[src/rtl/alu_seq_ctrl_if.sv]
// ---------------------------------------------------------------------------
// alu_seq_ctrl_if
//   Bundles the instruction handshake and the datapath control/status signals
//   of alu_seq_ctrl.
//   master : instruction source; drives instr/instr_valid, observes the rest.
//   slave  : the controller; accepts instructions, drives controls and status.
//   Signals:
//     instr[15:0]      instruction word
//     instr_valid      instr is valid
//     instr_ready      controller can accept an instruction
//     regEnable[15:0]  one-hot register write enable
//     a_select[3:0]    A-operand mux select
//     b_select[3:0]    B-operand mux select
//     use_imm          use immediate instead of mux B output
//     immediate[15:0]  extended immediate
//     opCode[7:0]      ALU opcode
//     done             one-cycle completion pulse
//     err              sticky illegal-instruction flag
//     retired          count of legal instructions executed
// ---------------------------------------------------------------------------
interface alu_seq_ctrl_if #(
    parameter int CNT_W = 16
);
    logic [15:0]      instr;
    logic             instr_valid;
    logic             instr_ready;
    logic [15:0]      regEnable;
    logic [3:0]       a_select;
    logic [3:0]       b_select;
    logic             use_imm;
    logic [15:0]      immediate;
    logic [7:0]       opCode;
    logic             done;
    logic             err;
    logic [CNT_W-1:0] retired;

    modport master (
        output instr, instr_valid,
        input  instr_ready, regEnable, a_select, b_select, use_imm,
               immediate, opCode, done, err, retired
    );

    modport slave (
        input  instr, instr_valid,
        output instr_ready, regEnable, a_select, b_select, use_imm,
               immediate, opCode, done, err, retired
    );
endinterface

[src/rtl/alu_seq_ctrl.sv]
// ---------------------------------------------------------------------------
// alu_seq_ctrl
//   Four-state control FSM (IDLE -> DECODE -> EXEC -> DONE) that accepts one
//   16-bit instruction per handshake, decodes it, drives the register file /
//   ALU controls for one EXEC cycle, then pulses done and updates the
//   retired-instruction counter or the sticky error flag.
//   Ports:
//     clk    system clock, rising edge
//     reset  asynchronous, active-high; clears all state
//     bus    alu_seq_ctrl_if.slave (handshake, datapath controls, status)
// ---------------------------------------------------------------------------
module alu_seq_ctrl #(
    parameter logic [7:0] NOP_OP = 8'h00,
    parameter int         CNT_W  = 16
) (
    input  logic          clk,
    input  logic          reset,
    alu_seq_ctrl_if.slave bus
);

    typedef enum logic [1:0] {
        S_IDLE,
        S_DECODE,
        S_EXEC,
        S_DONE
    } state_t;

    state_t           r_state;
    state_t           w_next_state;

    logic [15:0]      r_instr;
    logic [3:0]       r_func;
    logic [3:0]       r_a_sel;
    logic [3:0]       r_b_sel;
    logic             r_use_imm;
    logic [15:0]      r_imm;
    logic [15:0]      r_reg_en;
    logic             r_legal;
    logic             r_err;
    logic [CNT_W-1:0] r_retired;

    logic [3:0]       w_op;
    logic [3:0]       w_func;
    logic             w_legal;
    logic             w_zext;
    logic [15:0]      w_imm;
    logic [15:0]      w_reg_en;

    // Decode works only from the latched instruction, so every datapath
    // control is a function of registered state, never of the live bus.
    assign w_op   = r_instr[15:12];
    assign w_func = (w_op == 4'h0) ? r_instr[7:4] : w_op;

    always_comb begin
        // NOTE: every variable gets a default before the case so no path
        // leaves it unassigned, which would otherwise infer a latch.
        w_legal = 1'b0;
        w_zext  = 1'b0;
        case (w_func)
            4'h1, 4'h2, 4'h3, 4'hD: begin
                w_legal = 1'b1;
                w_zext  = 1'b1;
            end
            4'h5, 4'h6, 4'h7, 4'h9, 4'hA, 4'hB: w_legal = 1'b1;
            default: ;
        endcase
    end

    // RR form carries no immediate; logic ops and MOV zero-extend, the
    // arithmetic group sign-extends.
    assign w_imm = (w_op == 4'h0) ? 16'h0000 :
                   w_zext         ? {8'h00, r_instr[7:0]} :
                                    {{8{r_instr[7]}}, r_instr[7:0]};

    // CMP only sets flags and illegal instructions must not write back.
    assign w_reg_en = (w_legal && (w_func != 4'hB)) ? (16'h0001 << r_instr[11:8])
                                                    : 16'h0000;

    // NOTE: all control registers here are small flops, so every one of them
    // is cleared by reset; nothing is left to power-up state.
    always_ff @(posedge clk or posedge reset) begin
        if (reset) begin
            r_state   <= S_IDLE;
            r_instr   <= 16'h0000;
            r_func    <= 4'h0;
            r_a_sel   <= 4'h0;
            r_b_sel   <= 4'h0;
            r_use_imm <= 1'b0;
            r_imm     <= 16'h0000;
            r_reg_en  <= 16'h0000;
            r_legal   <= 1'b0;
            r_err     <= 1'b0;
            r_retired <= '0;
        end else begin
            // NOTE: non-blocking assignments so every flop samples the values
            // from before this edge, independent of statement order.
            r_state <= w_next_state;
            if (r_state == S_IDLE && bus.instr_valid) begin
                r_instr <= bus.instr;
            end
            if (r_state == S_DECODE) begin
                r_func    <= w_func;
                r_a_sel   <= r_instr[11:8];
                r_b_sel   <= (w_op == 4'h0) ? r_instr[3:0] : 4'h0;
                r_use_imm <= (w_op != 4'h0);
                r_imm     <= w_imm;
                r_reg_en  <= w_reg_en;
                r_legal   <= w_legal;
            end
            if (r_state == S_DONE) begin
                if (r_legal) begin
                    r_retired <= r_retired + CNT_W'(1);
                end else begin
                    r_err <= 1'b1;
                end
            end
        end
    end

    always_comb begin
        w_next_state    = r_state;
        bus.instr_ready = 1'b0;
        bus.regEnable   = 16'h0000;
        bus.a_select    = 4'h0;
        bus.b_select    = 4'h0;
        bus.use_imm     = 1'b0;
        bus.immediate   = 16'h0000;
        bus.opCode      = NOP_OP;
        bus.done        = 1'b0;
        case (r_state)
            S_IDLE: begin
                bus.instr_ready = 1'b1;
                if (bus.instr_valid) begin
                    w_next_state = S_DECODE;
                end
            end
            S_DECODE: w_next_state = S_EXEC;
            S_EXEC: begin
                bus.regEnable = r_reg_en;
                bus.a_select  = r_a_sel;
                bus.b_select  = r_b_sel;
                bus.use_imm   = r_use_imm;
                bus.immediate = r_imm;
                bus.opCode    = {4'h0, r_func};
                w_next_state  = S_DONE;
            end
            S_DONE: begin
                bus.done     = 1'b1;
                w_next_state = S_IDLE;
            end
            default: w_next_state = S_IDLE;
        endcase
    end

    assign bus.err     = r_err;
    assign bus.retired = r_retired;

endmodule
[src/flat_wrapper.sv]
// flat-port wrapper written by rule: the top's interface ports become plain ports
module alu_seq_ctrl_flat 
#(
    parameter logic [7:0] NOP_OP = 8'h00,
    parameter int         CNT_W  = 16
)
  (clk, reset, bus_instr, bus_instr_valid, bus_instr_ready, bus_regEnable, bus_a_select, bus_b_select, bus_use_imm, bus_immediate, bus_opCode, bus_done, bus_err, bus_retired);
  alu_seq_ctrl_if #(.CNT_W(CNT_W)) bus_i ();
  input  logic clk;
  input  logic reset;
  input wire logic [$bits(bus_i.instr)-1:0] bus_instr;
  input wire logic [$bits(bus_i.instr_valid)-1:0] bus_instr_valid;
  output wire logic [$bits(bus_i.instr_ready)-1:0] bus_instr_ready;
  output wire logic [$bits(bus_i.regEnable)-1:0] bus_regEnable;
  output wire logic [$bits(bus_i.a_select)-1:0] bus_a_select;
  output wire logic [$bits(bus_i.b_select)-1:0] bus_b_select;
  output wire logic [$bits(bus_i.use_imm)-1:0] bus_use_imm;
  output wire logic [$bits(bus_i.immediate)-1:0] bus_immediate;
  output wire logic [$bits(bus_i.opCode)-1:0] bus_opCode;
  output wire logic [$bits(bus_i.done)-1:0] bus_done;
  output wire logic [$bits(bus_i.err)-1:0] bus_err;
  output wire logic [$bits(bus_i.retired)-1:0] bus_retired;
  assign bus_i.instr = bus_instr;
  assign bus_i.instr_valid = bus_instr_valid;
  assign bus_instr_ready = bus_i.instr_ready;
  assign bus_regEnable = bus_i.regEnable;
  assign bus_a_select = bus_i.a_select;
  assign bus_b_select = bus_i.b_select;
  assign bus_use_imm = bus_i.use_imm;
  assign bus_immediate = bus_i.immediate;
  assign bus_opCode = bus_i.opCode;
  assign bus_done = bus_i.done;
  assign bus_err = bus_i.err;
  assign bus_retired = bus_i.retired;
  alu_seq_ctrl #(.NOP_OP(NOP_OP), .CNT_W(CNT_W)) u_core (.clk(clk), .reset(reset), .bus(bus_i));
endmodule
[config.mk]
export PLATFORM = sky130hd
export DESIGN_NAME = alu_seq_ctrl_flat
export DESIGN_NICKNAME = d
export VERILOG_FILES = /design/src/rtl/alu_seq_ctrl_if.sv /design/src/rtl/alu_seq_ctrl.sv /design/src/flat_wrapper.sv
export SDC_FILE = /design/constraint.sdc
export NUM_CORES = 1
export LEC_CHECK = 0
export BUFFER_PORTS_ARGS = -buffer_cell sky130_fd_sc_hd__buf_2
export CORE_ASPECT_RATIO = 2
export CORE_MARGIN = 1
export CORE_UTILIZATION = 48
export DETAILED_ROUTE_END_ITERATION = 16
export PLACE_DENSITY = 0.75
export REMOVE_ABC_BUFFERS = 1
export SYNTH_ARGS = -nofsm -noshare
export SYNTH_HDL_FRONTEND = slang
export SYNTH_SLANG_ARGS = --single-unit
export TNS_END_PERCENT = 10
[constraint.sdc]
create_clock -name clk -period 2.15 [get_ports clk]
set_input_delay 0.43 -clock clk [delete_from_list [all_inputs] [get_ports clk]]
set_output_delay 0.43 -clock clk [all_outputs]
set_load 0.005 [all_outputs]
# Word level (Yosys, flattened, before mapping)
# Cells that the tools add are included.
# totals
elab_cells	55
inputBits	19
regBits	81
# classes
eq_ne	15
addsub	1
shift	1
n_bitwise	1
n_reduce_logical	9
n_mux	17
# op_table
op	n
$mux 16	5
$mux 4	5
$add 16x1->16 const B	1
$eq 4x4->1 const B	4
$shl 1x4->16 const A	1
$eq 4x3->1 const B	3
$reduce_or 10->1	1
$eq 4x2->1 const B	2
$pmux 2 s4	1
$mux 1	5
$eq 2x2->1 const B	2
$eq 4x1->1 const B	1
$logic_not 4->1	1
$ne 4x4->1 const B	1
$reduce_and 2->1	2
$reduce_bool 4->1	1
$reduce_or 4->1	1
$eq 2x1->1 const B	1
$logic_and 1x1->1	2
$logic_not 2->1	1
$mux 2	1
$ne 2x2->1 const B	1
$not 1->1	1

# Depth between registers and ports, before layout
# logic_depth
ltp_word	7
ltp_mapped	7
ltp_nobuf	6

# Least setup slack after synthesis
# No wires, ideal clock.
# synth_path
path_type	reg2out
from	register u_core.r_state[0]
to	output bus_immediate[10]
t_arrival_ns	1.264
path_slack_ns	0.456
path_stages_with_launch	6
path_cell_list	dfrtp_1 > inv_1 > ha_1 > clkbuf_1 > and2_1 > buf_4
# synth_via
elab_chain_len	2
# synth_lines
element	line	source
start, declared	alu_seq_ctrl.sv:28	state_t r_state;
start signal, assigned	alu_seq_ctrl.sv:97	r_state <= w_next_state;
$eq 2x2->1	alu_seq_ctrl.sv:130	case (r_state)
$mux 16	alu_seq_ctrl.sv:130	
end, declared	flat_wrapper.sv:18	output wire logic [$bits(bus_i.immediate)-1:0] bus_immediate;
# Every way passes these cells.

# Final worst setup path
# layout_path
from	register u_core.r_state[0]
to	output bus_immediate[6]
# Same word-level chain as after synthesis.

==> reports/results.ini <==
[sta]
slew_headroom = 0.565
fin_skew_ns = 0.00554
setup_tns_ns = 0
hold_viol = 0
post-route-period-util = 0.947
worst_pin_slew_ns = 0.652
period_needed_ns = 2.04
hold_ws_ns = 0.0410
rsz0062_at_grt = false
slew_viol_final = 0
setup_ws_ns = 0.114
timing.fmax_mhz = 491
setup_viol = 0

[yosys]
async_reset_ff_frac = 1.00
synth_area_per_cell_um2 = 10.4
synth_edf_count = 0
yosysWarnings = 0
synthCells = 355
synth.distinct_cells = 42
ys.flop_type = dfrtp_1
synth_area_um2 = 3690
ys_seq_area_frac = 0.502
synth-seq-cells = 74

[drt]
vias_per_cell = 5.36
vias = 2837
drc_errors = 0
drt_wl_total_um = 7780
drt_iter0_drc = 135
drtAntennaViolNets = 0
firstDrtPassIters = 4
wl_per_cell_um = 14.7

[critical_path]
path_cells = inv_1, ha_1, buf_4, and2_1, buf_2
worstPathArrival_ns = 1.61
rr_startpoint = u_core.r_state[0]$_DFFE_PP0P_
cp_slowest_cell = dfrtp_1
end_kind = primary output
path_max_fanout = 14
cp_data_required_time_ns = 1.72
path_class = register to primary output
max_stage_delay_ns = 0.41
rrSetupSlack_ns = 0.41
rr_endpoint = u_core.bus.retired[15]$_DFFE_PP0P_
startpoint_type = register
worstRegToRegCells = 5
crit_family = buffers and inverters
cp_num_buf_inv = 3

[power]
pwr-share-comb = 0.371
power_density_nw_per_um2 = 1380
power_switching_share = 0.372
pwr-share-clk = 0.241
leakagePower_nw = 2.19
max-vdd-ir-drop_v = 0.000753
power.switching_mw = 2.28
pwr-share-seq = 0.388
p_int_mw = 3.85

[global_route]
gr-total-overflow = 0
grt_pass1_wl_um = 13200
first_global_vias = 2805
grt_max_degree = 50
antenna_found_initial = 0
grt.total_usage = 0.212

[die]
die_area_um2 = 8060
start_util = 0.503
die_w_um = 64.0
rows = 44
chipHeight_um = 126
io_pins = 87
coreArea_um2 = 7320

[worst_hold_path]
hp-class = primary input to asynchronous set/reset pin

[cells_and_area]
final_area_um2 = 4460
mostFrequentLayoutCells = buf_2, dfrtp_1, and2_1, inv_1, nand2_1
nets = 456
drive_gt1_frac = 0.314
num_antenna_cells = 0
fillers = 634
final_common_cell = buf_2
fin_util = 0.609
area_growth_pct = 20.9

[cts]
hold_buffers = 0
cts.sinks = 74
cts_tree = yes
cts_buffer_depth = 2
numCtsBuffers = 9
ctsRootBufferMaster = clkbuf_16
clock_tree.htree_level_count = 3
path_clk_slew_ns = 0.06
clock_latency_ns = 0.34

[job]
maxCapViolations = 0

[placement]
placed_cell_area_um2 = 4150
detailed_place_hpwl_um = 5640
gp_congestion = 0.887
portBuffers = 82
post-place-ws_ns = 0.175

[outcome]
outcome = completed

area by class of cell:
| cell class | count | area, um2 | area share |
|---|---|---|---|
| multi-input combinational | 226 | 1580 | 0.354 |
| sequential | 74 | 1850 | 0.416 |
| clock inverter | 6 | 67.6 | 0.0152 |
| timing repair buffer | 93 | 509 | 0.114 |
| inverter | 28 | 105 | 0.0236 |
| tap | 92 | 115 | 0.0258 |
| clock buffer | 10 | 229 | 0.0514 |
synth_stat cells (2+ instances only):
library cell / number / share of area
a21o_1: 2 / 0.0041
o2111ai_1: 14 / 0.033
nor3_1: 9 / 0.012
o21ai_1: 2 / 0.0027
nand2b_1: 5 / 0.0085
nor2_1: 21 / 0.021
xnor2_1: 7 / 0.017
mux2i_1: 4 / 0.011
o221ai_1: 14 / 0.033
a22o_1: 7 / 0.017
xor2_1: 8 / 0.019
buf_4: 11 / 0.022
inv_1: 28 / 0.029
ha_1: 5 / 0.017
dfrtp_1: 74 / 0.50
clkbuf_1: 14 / 0.014
nand3_1: 10 / 0.014
buf_2: 4 / 0.0054
a31oi_1: 3 / 0.0051
a21oi_1: 6 / 0.0081
nand2_1: 24 / 0.024
o211ai_1: 2 / 0.0041
and2_1: 38 / 0.064
mux2_2: 20 / 0.061
and3_1: 4 / 0.0068
o21ai_0: 3 / 0.0041
timing repair:
| item | CTS | global route |
|---|---|---|
| buffers inserted | 0 | 0 |
| setup endpoints to repair | 0 | 12 |
| resized for setup | 0 | 2 |
how the worst max path moves through the flow:
stage                                  startpoint                           end  slack, ns  cells past startpoint
floorplan           u_core.r_state[1]$_DFFE_PP0P_  u_core.r_imm[14]$_DFFE_PP0N_      -0.57                      6
global placement    u_core.r_instr[4]$_DFFE_PP0P_  u_core.r_imm[14]$_DFFE_PP0N_       0.23                      4
detailed placement  u_core.r_instr[4]$_DFFE_PP0P_  u_core.r_imm[14]$_DFFE_PP0N_       0.17                      4
CTS                 u_core.r_state[0]$_DFFE_PP0P_              bus_regEnable[7]       0.08                      5
global route        u_core.r_state[0]$_DFFE_PP0P_              bus_immediate[5]      0.001                      5
finish              u_core.r_state[0]$_DFFE_PP0P_              bus_immediate[6]       0.11                      5
power by group through the flow:
stage          Combinational, mW  Clock [mW]  Sequential [mW]
2_1_floorplan               1.53           0             2.26
3_3_place_gp                2.23           0             2.36
3_5_place_dp                2.27           0             2.40
4_1_cts                     2.30        1.51             2.38
5_1_grt                     2.54        1.57             2.46
6_report                    2.27        1.48             2.38
cells by family (layout without fill, tap and decap cells):
kind of cell | Yosys count | count (layout) | synth area share
AND/OR/NAND/NOR | 120 | 120 | 0.173
flip-flops | 74 | 74 | 0.502
AO/OA/AOI/OAI | 58 | 58 | 0.125
buffers and inverters | 58 | 137 | 0.0737
multiplexers | 24 | 24 | 0.0720
XOR/XNOR | 15 | 15 | 0.0356
adder cells (fa/ha/maj) | 5 | 5 | 0.0170
other | 1 | 4 | 0.00102
state kept, by name, summed over array words and instances, names as in the netlist:
register and cells:
u_core.bus.err 1, u_core.bus.retired 16, u_core.r_a_sel 4, u_core.r_b_sel 4, u_core.r_func 4, u_core.r_imm 9
u_core.r_instr 16, u_core.r_legal 1, u_core.r_reg_en 16, u_core.r_state 2, u_core.r_use_imm 1
worst register-to-register path: stages, from the launching register on:
cell	delay, ns
dfrtp_1	0.39
ha_1	0.26
nand4_1	0.20
nor4_2	0.47
nand3_1	0.15
xnor2_1	0.15
metal layers:
| metal | wire length (um) | vias to the layer above | track usage | part of all wire |
|---|---|---|---|---|
| met4 | 208 | 0 | 0.104 | 0.027 |
| met2 | 4340 | 81 | 0.371 | 0.56 |
| li1 | - | 1374 | - | - |
| met1 | 2900 | 1365 | 0.237 | 0.37 |
| met3 | 328 | 17 | 0.0480 | 0.042 |
| met5 | 0 | - | 0 | 0 |
stage by stage:
step	cells	power [mW]
3_5_place_dp	513	4.67
3_3_place_gp	513	4.59
5_1_grt	529	6.57
4_1_cts	529	6.18
6_report	529	6.13
2_1_floorplan	328	3.79
(Power assumes the default switching activity.)
